<file path="config.mk">
export PLATFORM = sky130hd
export DESIGN_NAME = uart_cmd_rx_flat
export DESIGN_NICKNAME = d
export VERILOG_FILES = /design/src/rtl/uart_cmd_rx_if.sv /design/src/rtl/uart_cmd_rx.sv /design/src/flat_wrapper.sv
export SDC_FILE = /design/constraint.sdc
export NUM_CORES = 1
export LEC_CHECK = 0
export CAP_MARGIN = 20
export CORE_MARGIN = 2
export CORE_UTILIZATION = 50
export CTS_CLUSTER_DIAMETER = 200
export DETAILED_ROUTE_END_ITERATION = 8
export GPL_TIMING_DRIVEN = 0
export PLACE_DENSITY = 0.8
export SETUP_SLACK_MARGIN = 0.2
export SYNTH_ARGS = -nofsm -noshare
export SYNTH_HDL_FRONTEND = slang
export SYNTH_SLANG_ARGS = --single-unit
</file>
<file path="constraint.sdc">
create_clock -name clk -period 3.7 [get_ports clk]
set_input_delay 0.555 -clock clk [delete_from_list [all_inputs] [get_ports clk]]
set_output_delay 0.555 -clock clk [all_outputs]
set_load 0.01 [all_outputs]
</file>
<file path="src/rtl/uart_cmd_rx_if.sv">
`default_nettype none
// ============================================================================
// Module   : uart_cmd_rx_if
// Purpose  : Serial input and decoded byte/command outputs of the debug UART RX.
// Revision : 1.0
// ============================================================================
interface uart_cmd_rx_if;
    logic       rxData;
    logic [7:0] rxByte;
    logic       rxValid;
    logic       frameErr;
    logic [1:0] dirCmd;
    logic       driveCmd;
    logic       overrideEn;
    logic       cmdValid;
    logic       cmdError;

    modport master (
        input  rxData,
        output rxByte, rxValid, frameErr,
        output dirCmd, driveCmd, overrideEn, cmdValid, cmdError
    );

    modport slave (
        output rxData,
        input  rxByte, rxValid, frameErr,
        input  dirCmd, driveCmd, overrideEn, cmdValid, cmdError
    );
endinterface
`default_nettype wire

</file>
<file path="src/rtl/uart_cmd_rx.sv">
`default_nettype none
// ============================================================================
// Module   : uart_cmd_rx
// Purpose  : 8N1 receiver plus CR-terminated two-character command parser that
//            drives the manual-override outputs of the drive controller.
// Revision : 1.0
// ============================================================================
module uart_cmd_rx #(
    parameter int CLKS_PER_BIT = 868,
    parameter int SYNC_STAGES  = 2
) (
    input  logic           clk,
    input  logic           rst,
    uart_cmd_rx_if.master  bus
);

    localparam int              CW             = $clog2(CLKS_PER_BIT);
    localparam logic [CW-1:0]   c_HALF_LAST    = CW'(CLKS_PER_BIT / 2 - 1);
    localparam logic [CW-1:0]   c_BIT_LAST     = CW'(CLKS_PER_BIT - 1);
    localparam logic [1:0]      c_DC_STOP       = 2'd0;
    localparam logic [1:0]      c_DC_PROCEED    = 2'd1;
    localparam logic [1:0]      c_DC_TURN_LEFT  = 2'd2;
    localparam logic [1:0]      c_DC_TURN_RIGHT = 2'd3;
    localparam logic            c_FORWARDS     = 1'b0;
    localparam logic            c_REVERSE      = 1'b1;
    localparam logic [7:0]      c_CR           = 8'h0D;
    localparam logic [7:0]      c_LF           = 8'h0A;

    typedef enum logic [2:0] {
        R_IDLE      = 3'd0,
        R_START     = 3'd1,
        R_DATA      = 3'd2,
        R_STOP      = 3'd3,
        R_WAIT_IDLE = 3'd4
    } rxState_t;

    typedef enum logic [1:0] {
        C_CMD     = 2'd0,
        C_ARG     = 2'd1,
        C_TERM    = 2'd2,
        C_DISCARD = 2'd3
    } cState_t;

    typedef enum logic [1:0] {
        OP_D = 2'd0,
        OP_F = 2'd1,
        OP_M = 2'd2
    } op_t;

    // ---------------------------------------------------------------- sync
    logic [SYNC_STAGES-1:0] r_sync;
    logic                   w_rxS;

    always_ff @(posedge clk or posedge rst) begin
        if (rst) r_sync <= '1;
        else     r_sync <= {r_sync[SYNC_STAGES-2:0], bus.rxData};
    end
    assign w_rxS = r_sync[SYNC_STAGES-1];

    // ------------------------------------------------------------ receiver
    rxState_t   r_rxState, w_rxStateNxt;
    logic [CW-1:0] r_cnt, w_cntNxt;
    logic [2:0] r_idx, w_idxNxt;
    logic [7:0] r_shift, w_shiftNxt;
    logic [7:0] r_rxByte, w_rxByteNxt;
    logic       r_rxValid, w_rxValidNxt;
    logic       r_frameErr, w_frameErrNxt;

    always_ff @(posedge clk or posedge rst) begin
        if (rst) begin
            r_rxState  <= R_IDLE;
            r_cnt      <= '0;
            r_idx      <= 3'd0;
            r_shift    <= 8'd0;
            r_rxByte   <= 8'd0;
            r_rxValid  <= 1'b0;
            r_frameErr <= 1'b0;
        end else begin
            r_rxState  <= w_rxStateNxt;
            r_cnt      <= w_cntNxt;
            r_idx      <= w_idxNxt;
            r_shift    <= w_shiftNxt;
            r_rxByte   <= w_rxByteNxt;
            r_rxValid  <= w_rxValidNxt;
            r_frameErr <= w_frameErrNxt;
        end
    end

    always_comb begin
        w_rxStateNxt  = r_rxState;
        w_cntNxt      = r_cnt;
        w_idxNxt      = r_idx;
        w_shiftNxt    = r_shift;
        w_rxByteNxt   = r_rxByte;
        w_rxValidNxt  = 1'b0;
        w_frameErrNxt = 1'b0;
        unique case (r_rxState)
            R_IDLE: begin
                if (!w_rxS) begin
                    w_cntNxt     = '0;
                    w_rxStateNxt = R_START;
                end
            end
            R_START: begin
                // Mid-start-bit recheck rejects short glitches on the line.
                if (r_cnt == c_HALF_LAST) begin
                    w_cntNxt = '0;
                    if (!w_rxS) begin
                        w_idxNxt     = 3'd0;
                        w_rxStateNxt = R_DATA;
                    end else begin
                        w_rxStateNxt = R_IDLE;
                    end
                end else begin
                    w_cntNxt = r_cnt + CW'(1);
                end
            end
            R_DATA: begin
                if (r_cnt == c_BIT_LAST) begin
                    w_cntNxt          = '0;
                    w_shiftNxt[r_idx] = w_rxS;
                    if (r_idx == 3'd7) w_rxStateNxt = R_STOP;
                    else               w_idxNxt     = r_idx + 3'd1;
                end else begin
                    w_cntNxt = r_cnt + CW'(1);
                end
            end
            R_STOP: begin
                if (r_cnt == c_BIT_LAST) begin
                    w_cntNxt = '0;
                    if (w_rxS) begin
                        w_rxByteNxt  = r_shift;
                        w_rxValidNxt = 1'b1;
                        w_rxStateNxt = R_IDLE;
                    end else begin
                        w_frameErrNxt = 1'b1;
                        w_rxStateNxt  = R_WAIT_IDLE;
                    end
                end else begin
                    w_cntNxt = r_cnt + CW'(1);
                end
            end
            R_WAIT_IDLE: begin
                if (w_rxS) w_rxStateNxt = R_IDLE;
            end
            default: w_rxStateNxt = R_IDLE;
        endcase
    end

    // -------------------------------------------------------------- parser
    cState_t    r_cState, w_cStateNxt;
    op_t        r_op, w_opNxt;
    logic [1:0] r_arg, w_argNxt;
    logic [1:0] r_dir, w_dirNxt;
    logic       r_drive, w_driveNxt;
    logic       r_ovr, w_ovrNxt;
    logic       r_cmdValid, w_cmdValidNxt;
    logic       r_cmdError, w_cmdErrorNxt;
    logic       w_argLegal;
    logic [1:0] w_argDec;

    always_ff @(posedge clk or posedge rst) begin
        if (rst) begin
            r_cState   <= C_CMD;
            r_op       <= OP_D;
            r_arg      <= 2'd0;
            r_dir      <= c_DC_STOP;
            r_drive    <= c_FORWARDS;
            r_ovr      <= 1'b0;
            r_cmdValid <= 1'b0;
            r_cmdError <= 1'b0;
        end else begin
            r_cState   <= w_cStateNxt;
            r_op       <= w_opNxt;
            r_arg      <= w_argNxt;
            r_dir      <= w_dirNxt;
            r_drive    <= w_driveNxt;
            r_ovr      <= w_ovrNxt;
            r_cmdValid <= w_cmdValidNxt;
            r_cmdError <= w_cmdErrorNxt;
        end
    end

    // Argument decode for the latched opcode against the current byte.
    always_comb begin
        w_argLegal = 1'b0;
        w_argDec   = 2'd0;
        case (r_op)
            OP_D: begin
                case (r_rxByte)
                    "P":     begin w_argLegal = 1'b1; w_argDec = c_DC_PROCEED;    end
                    "L":     begin w_argLegal = 1'b1; w_argDec = c_DC_TURN_LEFT;  end
                    "R":     begin w_argLegal = 1'b1; w_argDec = c_DC_TURN_RIGHT; end
                    "S":     begin w_argLegal = 1'b1; w_argDec = c_DC_STOP;       end
                    default: ;
                endcase
            end
            OP_F: begin
                case (r_rxByte)
                    "F":     begin w_argLegal = 1'b1; w_argDec = {1'b0, c_FORWARDS}; end
                    "R":     begin w_argLegal = 1'b1; w_argDec = {1'b0, c_REVERSE};  end
                    default: ;
                endcase
            end
            OP_M: begin
                case (r_rxByte)
                    "0":     begin w_argLegal = 1'b1; w_argDec = 2'd0; end
                    "1":     begin w_argLegal = 1'b1; w_argDec = 2'd1; end
                    default: ;
                endcase
            end
            default: ;
        endcase
    end

    always_comb begin
        w_cStateNxt   = r_cState;
        w_opNxt       = r_op;
        w_argNxt      = r_arg;
        w_dirNxt      = r_dir;
        w_driveNxt    = r_drive;
        w_ovrNxt      = r_ovr;
        w_cmdValidNxt = 1'b0;
        w_cmdErrorNxt = 1'b0;
        if (r_frameErr) begin
            w_cStateNxt = C_DISCARD;
        end else if (r_rxValid && (r_rxByte != c_LF)) begin
            unique case (r_cState)
                C_CMD: begin
                    if (r_rxByte == "D") begin
                        w_opNxt = OP_D; w_cStateNxt = C_ARG;
                    end else if (r_rxByte == "F") begin
                        w_opNxt = OP_F; w_cStateNxt = C_ARG;
                    end else if (r_rxByte == "M") begin
                        w_opNxt = OP_M; w_cStateNxt = C_ARG;
                    end else if (r_rxByte != c_CR) begin
                        w_cStateNxt = C_DISCARD;
                    end
                end
                C_ARG: begin
                    if (r_rxByte == c_CR) begin
                        w_cmdErrorNxt = 1'b1;
                        w_cStateNxt   = C_CMD;
                    end else if (w_argLegal) begin
                        w_argNxt    = w_argDec;
                        w_cStateNxt = C_TERM;
                    end else begin
                        w_cStateNxt = C_DISCARD;
                    end
                end
                C_TERM: begin
                    if (r_rxByte == c_CR) begin
                        w_cmdValidNxt = 1'b1;
                        w_cStateNxt   = C_CMD;
                        case (r_op)
                            OP_D:    w_dirNxt   = r_arg;
                            OP_F:    w_driveNxt = r_arg[0];
                            OP_M:    w_ovrNxt   = r_arg[0];
                            default: ;
                        endcase
                    end else begin
                        w_cStateNxt = C_DISCARD;
                    end
                end
                C_DISCARD: begin
                    if (r_rxByte == c_CR) begin
                        w_cmdErrorNxt = 1'b1;
                        w_cStateNxt   = C_CMD;
                    end
                end
                default: w_cStateNxt = C_CMD;
            endcase
        end
    end

    assign bus.rxByte     = r_rxByte;
    assign bus.rxValid    = r_rxValid;
    assign bus.frameErr   = r_frameErr;
    assign bus.dirCmd     = r_dir;
    assign bus.driveCmd   = r_drive;
    assign bus.overrideEn = r_ovr;
    assign bus.cmdValid   = r_cmdValid;
    assign bus.cmdError   = r_cmdError;

endmodule
`default_nettype wire
</file>
<file path="src/flat_wrapper.sv">
// flat-port wrapper written by rule: the top's interface ports become plain ports
module uart_cmd_rx_flat 
#(
    parameter int CLKS_PER_BIT = 868,
    parameter int SYNC_STAGES  = 2
)
  (clk, rst, bus_rxData, bus_rxByte, bus_rxValid, bus_frameErr, bus_dirCmd, bus_driveCmd, bus_overrideEn, bus_cmdValid, bus_cmdError);
  uart_cmd_rx_if bus_i ();
  input  logic clk;
  input  logic rst;
  input wire logic [$bits(bus_i.rxData)-1:0] bus_rxData;
  output wire logic [$bits(bus_i.rxByte)-1:0] bus_rxByte;
  output wire logic [$bits(bus_i.rxValid)-1:0] bus_rxValid;
  output wire logic [$bits(bus_i.frameErr)-1:0] bus_frameErr;
  output wire logic [$bits(bus_i.dirCmd)-1:0] bus_dirCmd;
  output wire logic [$bits(bus_i.driveCmd)-1:0] bus_driveCmd;
  output wire logic [$bits(bus_i.overrideEn)-1:0] bus_overrideEn;
  output wire logic [$bits(bus_i.cmdValid)-1:0] bus_cmdValid;
  output wire logic [$bits(bus_i.cmdError)-1:0] bus_cmdError;
  assign bus_i.rxData = bus_rxData;
  assign bus_rxByte = bus_i.rxByte;
  assign bus_rxValid = bus_i.rxValid;
  assign bus_frameErr = bus_i.frameErr;
  assign bus_dirCmd = bus_i.dirCmd;
  assign bus_driveCmd = bus_i.driveCmd;
  assign bus_overrideEn = bus_i.overrideEn;
  assign bus_cmdValid = bus_i.cmdValid;
  assign bus_cmdError = bus_i.cmdError;
  uart_cmd_rx #(.CLKS_PER_BIT(CLKS_PER_BIT), .SYNC_STAGES(SYNC_STAGES)) u_core (.clk(clk), .rst(rst), .bus(bus_i));
endmodule
</file>
; Yosys cells after proc, flatten, opt, wreduce, memory -nomap -nowiden
; Index checks and enable logic that the tools add are counted.
; Widths: inputs -> output; s select.
[word_totals]
regBits = 48
inputBits = 3
out_inout_bits = 16
wordCells = 137
[op_classes]
add_sub_neg = 2
order_cmp = 2
n_eq_ne = 34
muxes = 56
bitwise_logic = 2
reduce_logical = 25
[op_table]
columns = op, n
row1 = $eq 8x7->1 const B, 7
row2 = $mux 3, 11
row3 = $mux 10, 3
row4 = $pmux 10 s3, 1
row5 = $mux 2, 13
row6 = $reduce_and 5->1, 5
row7 = $mux 1, 20
row8 = $eq 8x6->1 const B, 2
row9 = $ne 8x4->1 const B, 2
row10 = $pmux 3 s5, 1
row11 = $pmux 2 s3, 2
row12 = $add 10x1->10 const B, 1
row13 = $eq 10x10->1 const B, 1
row14 = $eq 10x9->1 const B, 1
row15 = $ne 2x1->1 const B, 5
row16 = $bwmux 8, 1
row17 = $eq 8x4->1 const B, 1
row18 = $pmux 2 s4, 1
row19 = $reduce_or 2->1, 4
row20 = $eq 2x2->1 const B, 3
row21 = $eq 3x2->1 const B, 2
row22 = $eq 3x3->1 const B, 2
row23 = $ne 2x2->1 const B, 3
row24 = $ne 6x1->1 const B, 1
row25 = other kinds (20), 28

; Longest topological paths before layout
; Gate-level depths: netlist of the first run.
[depth]
depth_word = 9
mapped_depth = 8
depth_no_buf = 7

; Least setup slack after synthesis of the first run
; OpenSTA, ideal clock, no wires.
[synth_path]
kind = register to register
startpoint = register u_core.r_rxByte[5] (netlist: u_core.bus.rxByte[5])
endpoint = register u_core.r_dir[0] (netlist: u_core.bus.dirCmd[0])
setup_time_ns = 0.128
arrival_ns = 1.933
required_time_ns = 3.572
setup_slack_ns = 1.639
path_stages_with_launch = 6
path_buffers = 0
synth_period_minus_slack_ns = 2.061
path_cell_list = dfrtp_1 or3_4 or2_4 nor4_4 nor3b_2 mux2_1
[synth_via]
elab_chain_len = 3
elab_cells_between_ends = 4
classes_between = eq/ne (2) / reduce/logical (2)
[synth_rtl]
columns = item, line
row1 = start: declaration, uart_cmd_rx.sv:65  ; logic [7:0] r_rxByte, w_rxByteNxt;
row2 = start signal: assignment, uart_cmd_rx.sv:83  ; r_rxByte <= w_rxByteNxt;
row3 = $ne 8x4->1, uart_cmd_rx.sv:227  ; end else if (r_rxValid && (r_rxByte != c_LF)) begin
row4 = $logic_and 1x1->1, uart_cmd_rx.sv:227
row5 = $reduce_and 5->1 (no line) *, -
row6 = end signal: assignment, uart_cmd_rx.sv:167  ; r_dir <= c_DC_STOP;
row7 = end signal: assignment, uart_cmd_rx.sv:176  ; r_dir <= w_dirNxt;
row8 = end: declaration, uart_cmd_rx.sv:154  ; logic [1:0] r_dir, w_dirNxt;
; Mark *: on every way between the ends. The rest lies on a longest branch, timed or not.
; A chain may end at the register's enable or synchronous reset.

; Final worst setup path of the first run
[layout_path]
startpoint = register u_core.r_cnt[3]
endpoint = register u_core.r_rxByte[4] (netlist: u_core.bus.rxByte[4])
[layout_via]
elab_chain_len = 2
[layout_rtl]
columns = item, line
row1 = start: declaration, uart_cmd_rx.sv:62  ; logic [CW-1:0] r_cnt, w_cntNxt;
row2 = start signal: assignment, uart_cmd_rx.sv:80  ; r_cnt <= w_cntNxt;
row3 = $eq 10x10->1, uart_cmd_rx.sv:129  ; if (r_cnt == c_BIT_LAST) begin
row4 = $reduce_and 3->1 (no line), -
; No other way between the ends.

==> run metrics, run 1 <==
endpoints failing setup 0; hold crit path type flip-flop to flip-flop; Synth Flop Type dfrtp_1; Syn-to-layout area delta 15.4%; crit share post-route 0.617; hold_buf cts 0; area leader, netlist dfrtp_1; crit path DAT 2.47 ns; largest net degree at the start of global routing 37; PortBufs 18; Pwr Density 315 nW/um2; CP required 3.89 ns; crit-path max FO 10; via count 1987; final global-route overflow total 0; total track usage 0.196; core area 4820 um2; syn_area_per_cell 10.1 um2; clk_skew 0.00940 ns; post-synthesis cell type count 50; Clock Path Buffers 2; first-pass GRT wire length 8460 um; post-CTS sizing 0; initial antenna violation count 0; final WL 5040 um; Worst Setup End Kind flip-flop; Final Critical Period 2.28 ns; Final Cell Area 2930 um2; Max-cap violations 0; # IOs 19; Worst Tran Pin Value 0.561 ns; placed cell area 2820 um2; later-pin clock latency in the skew report 0.30 ns; die area 5660 um2; vias per std cell 5.78; first-pass iteration count of the detailed router 4; EDFF count, synth 0; Post-CTS Setup Bufs 0; M3 GR Usage 0.0361; Yosys reg bits 48; sequential element share of the synthesized area 0.475; clk sink count 48; total CTS buffers 5; Die X-Extent 75.2 um; Netlist Area Pre-Place 2530 um2; Commonest cells post-synth dfrtp_1 (46), nand2_1 (25), nor2_1 (22); hold slack final 0.362 ns; status finished clean; Initial Util 0.526; busiest grt layer met2; CTS tree built; Hold Fails Final Rpt 0; Pleak 0.00128 uW; Synth area leaders dfrtp_1 (45%), mux2_2 (8.4%), nand2_1 (3.7%); post-synth net total 257; count leader, synth dfrtp_1; CP Class flip-flop to flip-flop; Final GP Congestion 0.852; Clock Tree Root clkbuf_8; Ys Warns 0; DP HPWL 3680 um; die height 75.2 um; share of cells above drive strength 1 0.141; Cell Count, Final, Fillers Out 344; Post-layout nets 283; post-synth top area share 0.454; post-synthesis cell count 250; R2R Setup Slk 1.42 ns; max-slew violation count 0; met1 GRT Util 0.244; wire per inst 14.6 um; RSZ-0062 raised after global routing no; grt met2 use 0.338; total negative slack 0 ns; number of routed nets with antenna violations 0; Post-Place Cells 336; First DRT Iteration DRCs 119; Post-synth ARST share 1.00; Max Clk Rate 438 MHz; placement row count 25; # H-tree levels 2; vias in the first global route 1894; n_diodes 0; Clock Pin Slew Worst Setup and Hold Paths 0.09 ns; # DRC 0; Max-Slew Margin vs Limit 0.623; Startpoint Class flip-flop; peak supply drop 202 uV
==> final timing paths <==
kind,endpoint,cells past startpoint,from
max in group asynchronous,u_core.r_shift[4]$_DFFE_PP0P_,3,rst
worst max-delay path,u_core.bus.rxByte[4]$_DFFE_PP0P_,5,u_core.r_cnt[3]$_DFFE_PP0P_
worst min-delay path,u_core.r_sync[1]$_DFF_PP1_,0,u_core.r_sync[0]$_DFF_PP1_
worst min register to register,u_core.r_sync[1]$_DFF_PP1_,0,u_core.r_sync[0]$_DFF_PP1_
worst max register to register,u_core.bus.rxByte[4]$_DFFE_PP0P_,5,u_core.r_cnt[3]$_DFFE_PP0P_
min in group asynchronous,u_core.r_cnt[3]$_DFFE_PP0P_,2,rst
==> metal layers <==
layer	share of wire	vias up
met2	0.49	58
met4	0.018	0
met1	0.46	965
met3	0.039	10
li1	-	954
met5	0	-
==> final cells by class <==
type,instances,area [um2]
buffer,8,32.5
clock buffer,7,76.3
clock inverter,1,30.0
fill,424,1890
inverter,13,48.8
multi-input combinational,181,1250
sequential,48,1200
tap,67,83.8
timing repair buffer,19,200
==> critical path: stages (launching register included) <==
cell and delay, ns:
dfrtp_1 0.44, nor3b_1 0.47, nor4b_4 0.43, and3_1 0.26
buf_2 0.22, mux2_2 0.35
==> metrics by stage <==
stage / utilization / total power [uW] / setup WS, ns
global route: 0.607 / 951 / 1.26
floorplan: - / 547 / 1.64
finish: 0.607 / 921 / 1.42
detailed placement: 0.585 / 556 / 1.50
CTS: 0.607 / 930 / 1.48
global placement: 0.581 / 553 / 1.10
==> layout by cell type (no fill, tap or decap), types with 5 or more instances in the layout <==
cell type and instances:
nand2_1 25, o21ai_0 11, dfrtp_1 46, nor2_1 22
nor3b_1 5, mux2_2 19, inv_1 12, clkbuf_1 8
a22o_1 5, clkdlybuf4s50_1 18, a21oi_1 11, nand4_1 5
clkbuf_8 5, nand2b_1 5, nor3_1 6
==> where the power goes <==
part	switching, uW	leakage, uW	internal [uW]	total (uW)
Sequential	0.981	0.000649	526	527
Combinational	12.6	0.000575	4.98	17.6
Clock	174	0.0000524	202	376
==> sequential cells by signal, indices dropped and copies added (netlist names), 3 cells and up <==
name	flops
u_core.r_idx	3
u_core.bus.rxByte	8
u_core.r_rxState	3
u_core.r_cnt	10
u_core.r_shift	8
==> cells by family (layout without fill, tap and decap cells) <==
| group | count (synthesis) | in the layout | synth area share |
|---|---|---|---|
| DFF | 48 | 48 | 0.475 |
| buffers and inverters | 21 | 48 | 0.0321 |
| xor gates and xnor gates | 1 | 1 | 0.00346 |
| and+or+nand+nor | 104 | 104 | 0.239 |
| muxes | 24 | 24 | 0.105 |
| adders and majority gates | 4 | 4 | 0.0197 |
| AOI/OAI and AO/OA | 48 | 48 | 0.125 |
Note: power is estimated with default switching activity, not from simulation.
==> run 2: changes to the inputs <==
clock period = 2.2 ns   (was 3.7 ns; I/O delays follow)
==> run 2 against run 1 <==
  * Wire length grew 22%
  * Core utilization rose by 8.6 points
  * Flip-flop and latch count is the same
  * Largest cell class unchanged
  * Largest power group unchanged
==> run metrics, run 2 (synthesis gave the netlist of run 1 again) <==
status finished clean; placement row count 25 (unchanged); Pleak 0.00143 uW (+12%); largest register by flop count u_core.r_cnt; Startpoint Class flip-flop; # DRC 0 (unchanged); RSZ-0062 raised after global routing yes; Clock Tree Root clkbuf_8; die height 75.2 um (unchanged); final global-route overflow total 0 (unchanged); Hold Fails Final Rpt 0 (unchanged); die area 5660 um2 (unchanged); R2R Setup Slk 0.09 ns (-1.33 ns); FF-to-FF End u_core.r_shift[4]$_DFFE_PP0P_; n_diodes 0 (unchanged); max-slew violation count 0 (unchanged); total CTS buffers 5 (unchanged); number of routed nets with antenna violations 0 (unchanged); cell count of the worst reg-to-reg path 6 (+1); most common cell after layout, fill and taps aside dfrtp_1; Worst Setup End Kind flip-flop; CP Class flip-flop to flip-flop; core area 4820 um2 (unchanged); PortBufs 18 (unchanged); Max-Slew Margin vs Limit 0.597 (-0.0257); Pwr Density 463 nW/um2 (+47%); Clock Pin Slew Worst Setup and Hold Paths 0.09 ns (about the same); Clock Path Buffers 2 (unchanged); First DRT Iteration DRCs 148 (+24%); Final Critical Period 2.11 ns (-0.171 ns); share of cells above drive strength 1 0.303 (+0.163); first-pass GRT wire length 9320 um (+10%); Worst Tran Pin Value 0.604 ns (+0.0434 ns); later-pin clock latency in the skew report 0.30 ns (about the same); crit-path max FO 4 (-6); CP required 2.39 ns (-1.50 ns); DP HPWL 3710 um (+0.83%); clk_skew 0.0108 ns (+0.00141 ns); Max Clk Rate 474 MHz (+8.1%); Post-layout nets 306 (+8.1%); hold slack final 0.235 ns (-0.127 ns); CTS tree built; Util after Layout 0.693 (+0.0857); Initial Util 0.526 (unchanged); clk sink count 48 (unchanged); last element of the critical path u_core.r_shift[4]$_DFFE_PP0P_; wire per inst 16.8 um (+15%); peak supply drop 635 uV (+210%); first-pass iteration count of the detailed router 5 (+1); total track usage 0.215 (+0.0190); # H-tree levels 2 (unchanged); Max-cap violations 0 (unchanged); Die X-Extent 75.2 um (unchanged); commonest non-fill, non-tap cells in the layout dfrtp_1 (42), nand2_1 (25), nor2_1 (21); # IOs 19 (unchanged); total negative slack 0 ns (unchanged); Setup WS pre-CTS -0.000924 ns (-1.50 ns); largest net degree at the start of global routing 42 (+14%); initial antenna violation count 0 (unchanged); Worst R2R Start u_core.r_cnt[1]$_DFFE_PP0P_; Pwr Total 1550 uW (+68%); max reg flops 10 (unchanged); final WL 6160 um (+22%); vias in the first global route 2015 (+6.4%); via count 2193 (+10%); fin worst setup slack 0.0888 ns (-1.33 ns); vias per std cell 5.98 (+3.5%); Syn-to-layout area delta 31.7%; crit path DAT 2.30 ns (-0.17 ns); fillers 362 (-15%); endpoints failing setup 0 (unchanged); Worst Setup SP u_core.r_cnt[1]$_DFFE_PP0P_; Final GP Congestion 0.927 (+8.7%); hold crit path type input pin to async pin; crit share post-route 0.960 (+0.343)
[run 2: cell count changes in the layout (fill, tap and decap cells not counted), moves of 4 or more]
| cell | previous run | this run |
|---|---|---|
| clkbuf_1 | 8 | 4 |
| mux2_4 | 0 | 9 |
| mux2_2 | 19 | 12 |
| buf_4 | 0 | 19 |
| nor3b_1 | 5 | 1 |
| dfrtp_1 | 46 | 42 |
| dfrtp_2 | 0 | 4 |
[run 2: metal layers]
| metal | global-route usage | up-vias | share of wire |
|---|---|---|---|
| met5 | 0 | - | 0 |
| met4 | 0.0663 | 0 | 0.021 |
| met3 | 0.0495 | 19 | 0.048 |
| met2 | 0.361 | 82 | 0.51 |
| met1 | 0.278 | 1086 | 0.42 |
| li1 | - | 1006 | - |
[run 2: stage by stage]
stage          area [um2]  std cells
6_report             3340        367
5_1_grt              3340        367
4_1_cts              3050        353
3_5_place_dp         2820        336
3_3_place_gp         2800        335
2_1_floorplan        2540        250
[run 2: cell type report]
| class | count | area, um2 | area share |
|---|---|---|---|
| Sequential cell | 48 | 1210 | 0.362 |
| Clock inverter | 2 | 35.0 | 0.0105 |
| Timing Repair Buffer | 42 | 402 | 0.120 |
| Tap cell | 67 | 83.8 | 0.0251 |
| Multi-Input combinational cell | 181 | 1430 | 0.429 |
| Clock buffer | 6 | 72.6 | 0.0217 |
| Buffer | 8 | 56.3 | 0.0169 |
| Inverter | 13 | 48.8 | 0.0146 |
[run 2: worst min path at each step]
stage / start / to / slack, ns / depth (start not counted)
floorplan: bus_rxData / u_core.r_sync[0]$_DFF_PP1_ / 0.33 / 0
global placement: u_core.r_sync[0]$_DFF_PP1_ / u_core.r_sync[1]$_DFF_PP1_ / 0.35 / 0
detailed placement: u_core.r_sync[0]$_DFF_PP1_ / u_core.r_sync[1]$_DFF_PP1_ / 0.35 / 0
CTS: rst / u_core.r_cState[0]$_DFFE_PP0P_ / 0.24 / 2
global route: rst / u_core.r_cState[1]$_DFFE_PP0P_ / 0.24 / 2
finish: rst / u_core.r_cState[1]$_DFFE_PP0P_ / 0.23 / 2
[run 2: repair_timing]
action | 4_1_cts | 5_1_grt
pin swaps | 6 | 11
hold buffers | 0 | 0
buffers inserted | 9 | 13
endpoints found under the setup margin | 24 | 34
cloned | 0 | 1
gates resized for setup | 12 | 42
[run 2: power by group]
part	internal, uW	switching (uW)
registers	885	1.83
logic	8.66	22.2
clock network	338	290
total	1230	314
[run 2: critical path, cell delays in order (launching register included)]
cell and delay (ns):
dfrtp_1 0.38, ha_2 0.21, nand4_1 0.17, nor4b_4 0.36, nand3b_1 0.25, nor3b_2 0.31, mux2_4 0.32
==> run 3: changes to the inputs <==
CTS_BUF_LIST = sky130_fd_sc_hd__clkbuf_16   (was default)
==> run 3 against run 2 <==
  * The flow now finishes with violations (negative setup slack)
  * Register-to-register slack worse by 0.11 ns
  * Combinational power is 3% higher
  * Design area is 4.0% higher
  * Maximum frequency is 5.1% lower
==> run metrics, run 3 (synthesis gave the netlist of run 1 again) <==
final global-route overflow total 0 (unchanged); n_diodes 0 (unchanged); max reg flops 10 (unchanged); number of routed nets with antenna violations 0 (unchanged); total CTS buffers 5 (unchanged); later-pin clock latency in the skew report 0.28 ns (-0.02 ns); final WL 6730 um (+9.3%); failing checks negative setup slack; CP Class flip-flop to flip-flop; metal2 WL 3480 um (+12%); Clock Tree Root clkbuf_16; hold crit path type input pin to async pin; Initial Util 0.526 (unchanged); commonest non-fill, non-tap cells in the layout dfrtp_1 (41), nand2_1 (23), nor2_1 (22); crit path DAT 2.40 ns (+0.10 ns); clk sink count 48 (unchanged); initial antenna violation count 0 (unchanged); die height 75.2 um (unchanged); crit-path max FO 5 (+1); vias in the first global route 1982 (-1.6%); cell count of the worst reg-to-reg path 9 (+3); core area 4820 um2 (unchanged); crit share post-route 1.01 (+0.0520); Final Cell Area 3470 um2 (+4.0%); fillers 319 (-12%); Final Critical Period 2.23 ns (+0.114 ns); via count 2202 (+0.41%); max-slew violation count 0 (unchanged); most common cell after layout, fill and taps aside dfrtp_1; Max Clk Rate 449 MHz (-5.1%); # IOs 19 (unchanged); wire per inst 18.3 um (+9.3%); endpoints failing setup 1 (+1); highest metal layer with signal wires met4; share of cells above drive strength 1 0.343 (+0.0400); CTS tree built; first-pass iteration count of the detailed router 4 (-1); Max-cap violations 0 (unchanged); PortBufs 18 (unchanged); First DRT Iteration DRCs 194 (+31%); placed cell area 2820 um2 (unchanged); Final GP Congestion 0.927 (unchanged); FF-to-FF End u_core.r_cnt[2]$_DFFE_PP0P_; total negative slack -0.0255 ns (-0.0255 ns); largest net degree at the start of global routing 42 (unchanged); Pleak 0.00150 uW (+4.9%); met3 WL 370 um (+25%); Hold Fails Final Rpt 0 (unchanged); Post-layout nets 306 (unchanged); Util after Layout 0.721 (+0.0278); Die X-Extent 75.2 um (unchanged); total track usage 0.214 (-0.000623); Worst Setup End Kind flip-flop; fin worst setup slack -0.0255 ns (-0.114 ns); RSZ-0062 raised after global routing yes; M1 wire length 2650 um (+1.3%); clk_skew 0.00792 ns (-0.00290 ns); placement row count 25 (unchanged); status finished with violations; Max-Slew Margin vs Limit 0.401 (-0.197); Syn-to-layout area delta 37.0%; CP required 2.37 ns (-0.02 ns); # H-tree levels 2 (unchanged); # DRC 0 (unchanged); Worst Tran Pin Value 0.899 ns (+0.295 ns); vias per std cell 6.00 (+0.41%); largest register by flop count u_core.r_cnt; peak supply drop 529 uV (-17%); die area 5660 um2 (unchanged); Startpoint Class flip-flop; Clock Path Buffers 2 (unchanged); R2R Setup Slk -0.03 ns (-0.11 ns); Worst R2R Start u_core.r_cnt[0]$_DFFE_PP0P_; Clock Pin Slew Worst Setup and Hold Paths 0.07 ns (-0.02 ns); Pwr Density 507 nW/um2 (+9.6%); DP HPWL 3710 um (unchanged); first-pass GRT wire length 9380 um (+0.74%)
run 3: per-layer routing:
layer | up-vias | global-route usage
met3 | 24 | 0.0321
met4 | 0 | 0.0370
met1 | 1077 | 0.299
met5 | - | 0
met2 | 93 | 0.363
li1 | 1008 | -
run 3: stage by stage:
step,total power (uW),hold WS [ns],cells,setup WS (ns)
3_5_place_dp,935,0.351,336,-0.000924
6_report,1760,0.265,367,-0.0255
2_1_floorplan,920,0.334,250,0.262
5_1_grt,1820,0.279,367,-0.143
3_3_place_gp,930,0.347,335,-0.323
4_1_cts,1770,0.272,353,0.144
run 3: area by class of cell:
| type | instances | area (um2) | share of cell area |
|---|---|---|---|
| Clock buffer | 5 | 125 | 0.0360 |
| Tap cell | 67 | 83.8 | 0.0241 |
| Clock inverter | 3 | 38.8 | 0.0112 |
| Inverter | 13 | 48.8 | 0.0141 |
| Timing Repair Buffer | 42 | 408 | 0.117 |
| Multi-Input combinational cell | 181 | 1510 | 0.434 |
| Sequential cell | 48 | 1210 | 0.348 |
| Buffer | 8 | 52.6 | 0.0151 |
run 3: critical path, stage by stage, from the launching register on:
cell and delay, ns:
dfrtp_1 0.40, ha_4 0.18, nand4_1 0.18, nor4b_4 0.42, buf_4 0.18, o21ba_4 0.15
buf_6 0.13, buf_8 0.13, o21ai_1 0.10, a22o_1 0.26
run 3: timing repair:
action / in CTS / in global routing
buffers inserted: 9 / 13
setup endpoints to repair: 28 / 32
hold buffers: 0 / 0
gates resized for setup: 14 / 71
gates cloned: 0 / 1
hold endpoints to repair: 0 / 0
pin swaps: 8 / 15
run 3: how the worst max path moves through the flow:
stage / start / end / slack (ns) / depth (start not counted)
finish: u_core.r_cnt[0]$_DFFE_PP0P_ / u_core.r_cnt[2]$_DFFE_PP0P_ / -0.03 / 9
global route: u_core.r_cnt[0]$_DFFE_PP0P_ / u_core.r_cnt[2]$_DFFE_PP0P_ / -0.14 / 9
CTS: u_core.r_cnt[0]$_DFFE_PP0P_ / u_core.r_shift[4]$_DFFE_PP0P_ / 0.14 / 6
detailed placement: u_core.r_cnt[0]$_DFFE_PP0P_ / u_core.r_shift[4]$_DFFE_PP0P_ / -0.0009 / 6
global placement: rst / u_core.bus.rxByte[5]$_DFFE_PP0P_ / -0.32 / 2
floorplan: u_core.r_cnt[0]$_DFFE_PP0P_ / u_core.bus.rxByte[5]$_DFFE_PP0P_ / 0.26 / 6
run 3: report_power, final:
group          total [uW]  leakage (uW)  switching [uW]  internal, uW
Combinational        31.8      0.000774            23.1          8.77
Clock                 842     0.0000850             312           530
Sequential            888      0.000641            1.83           886
Total                1760       0.00150             337          1420
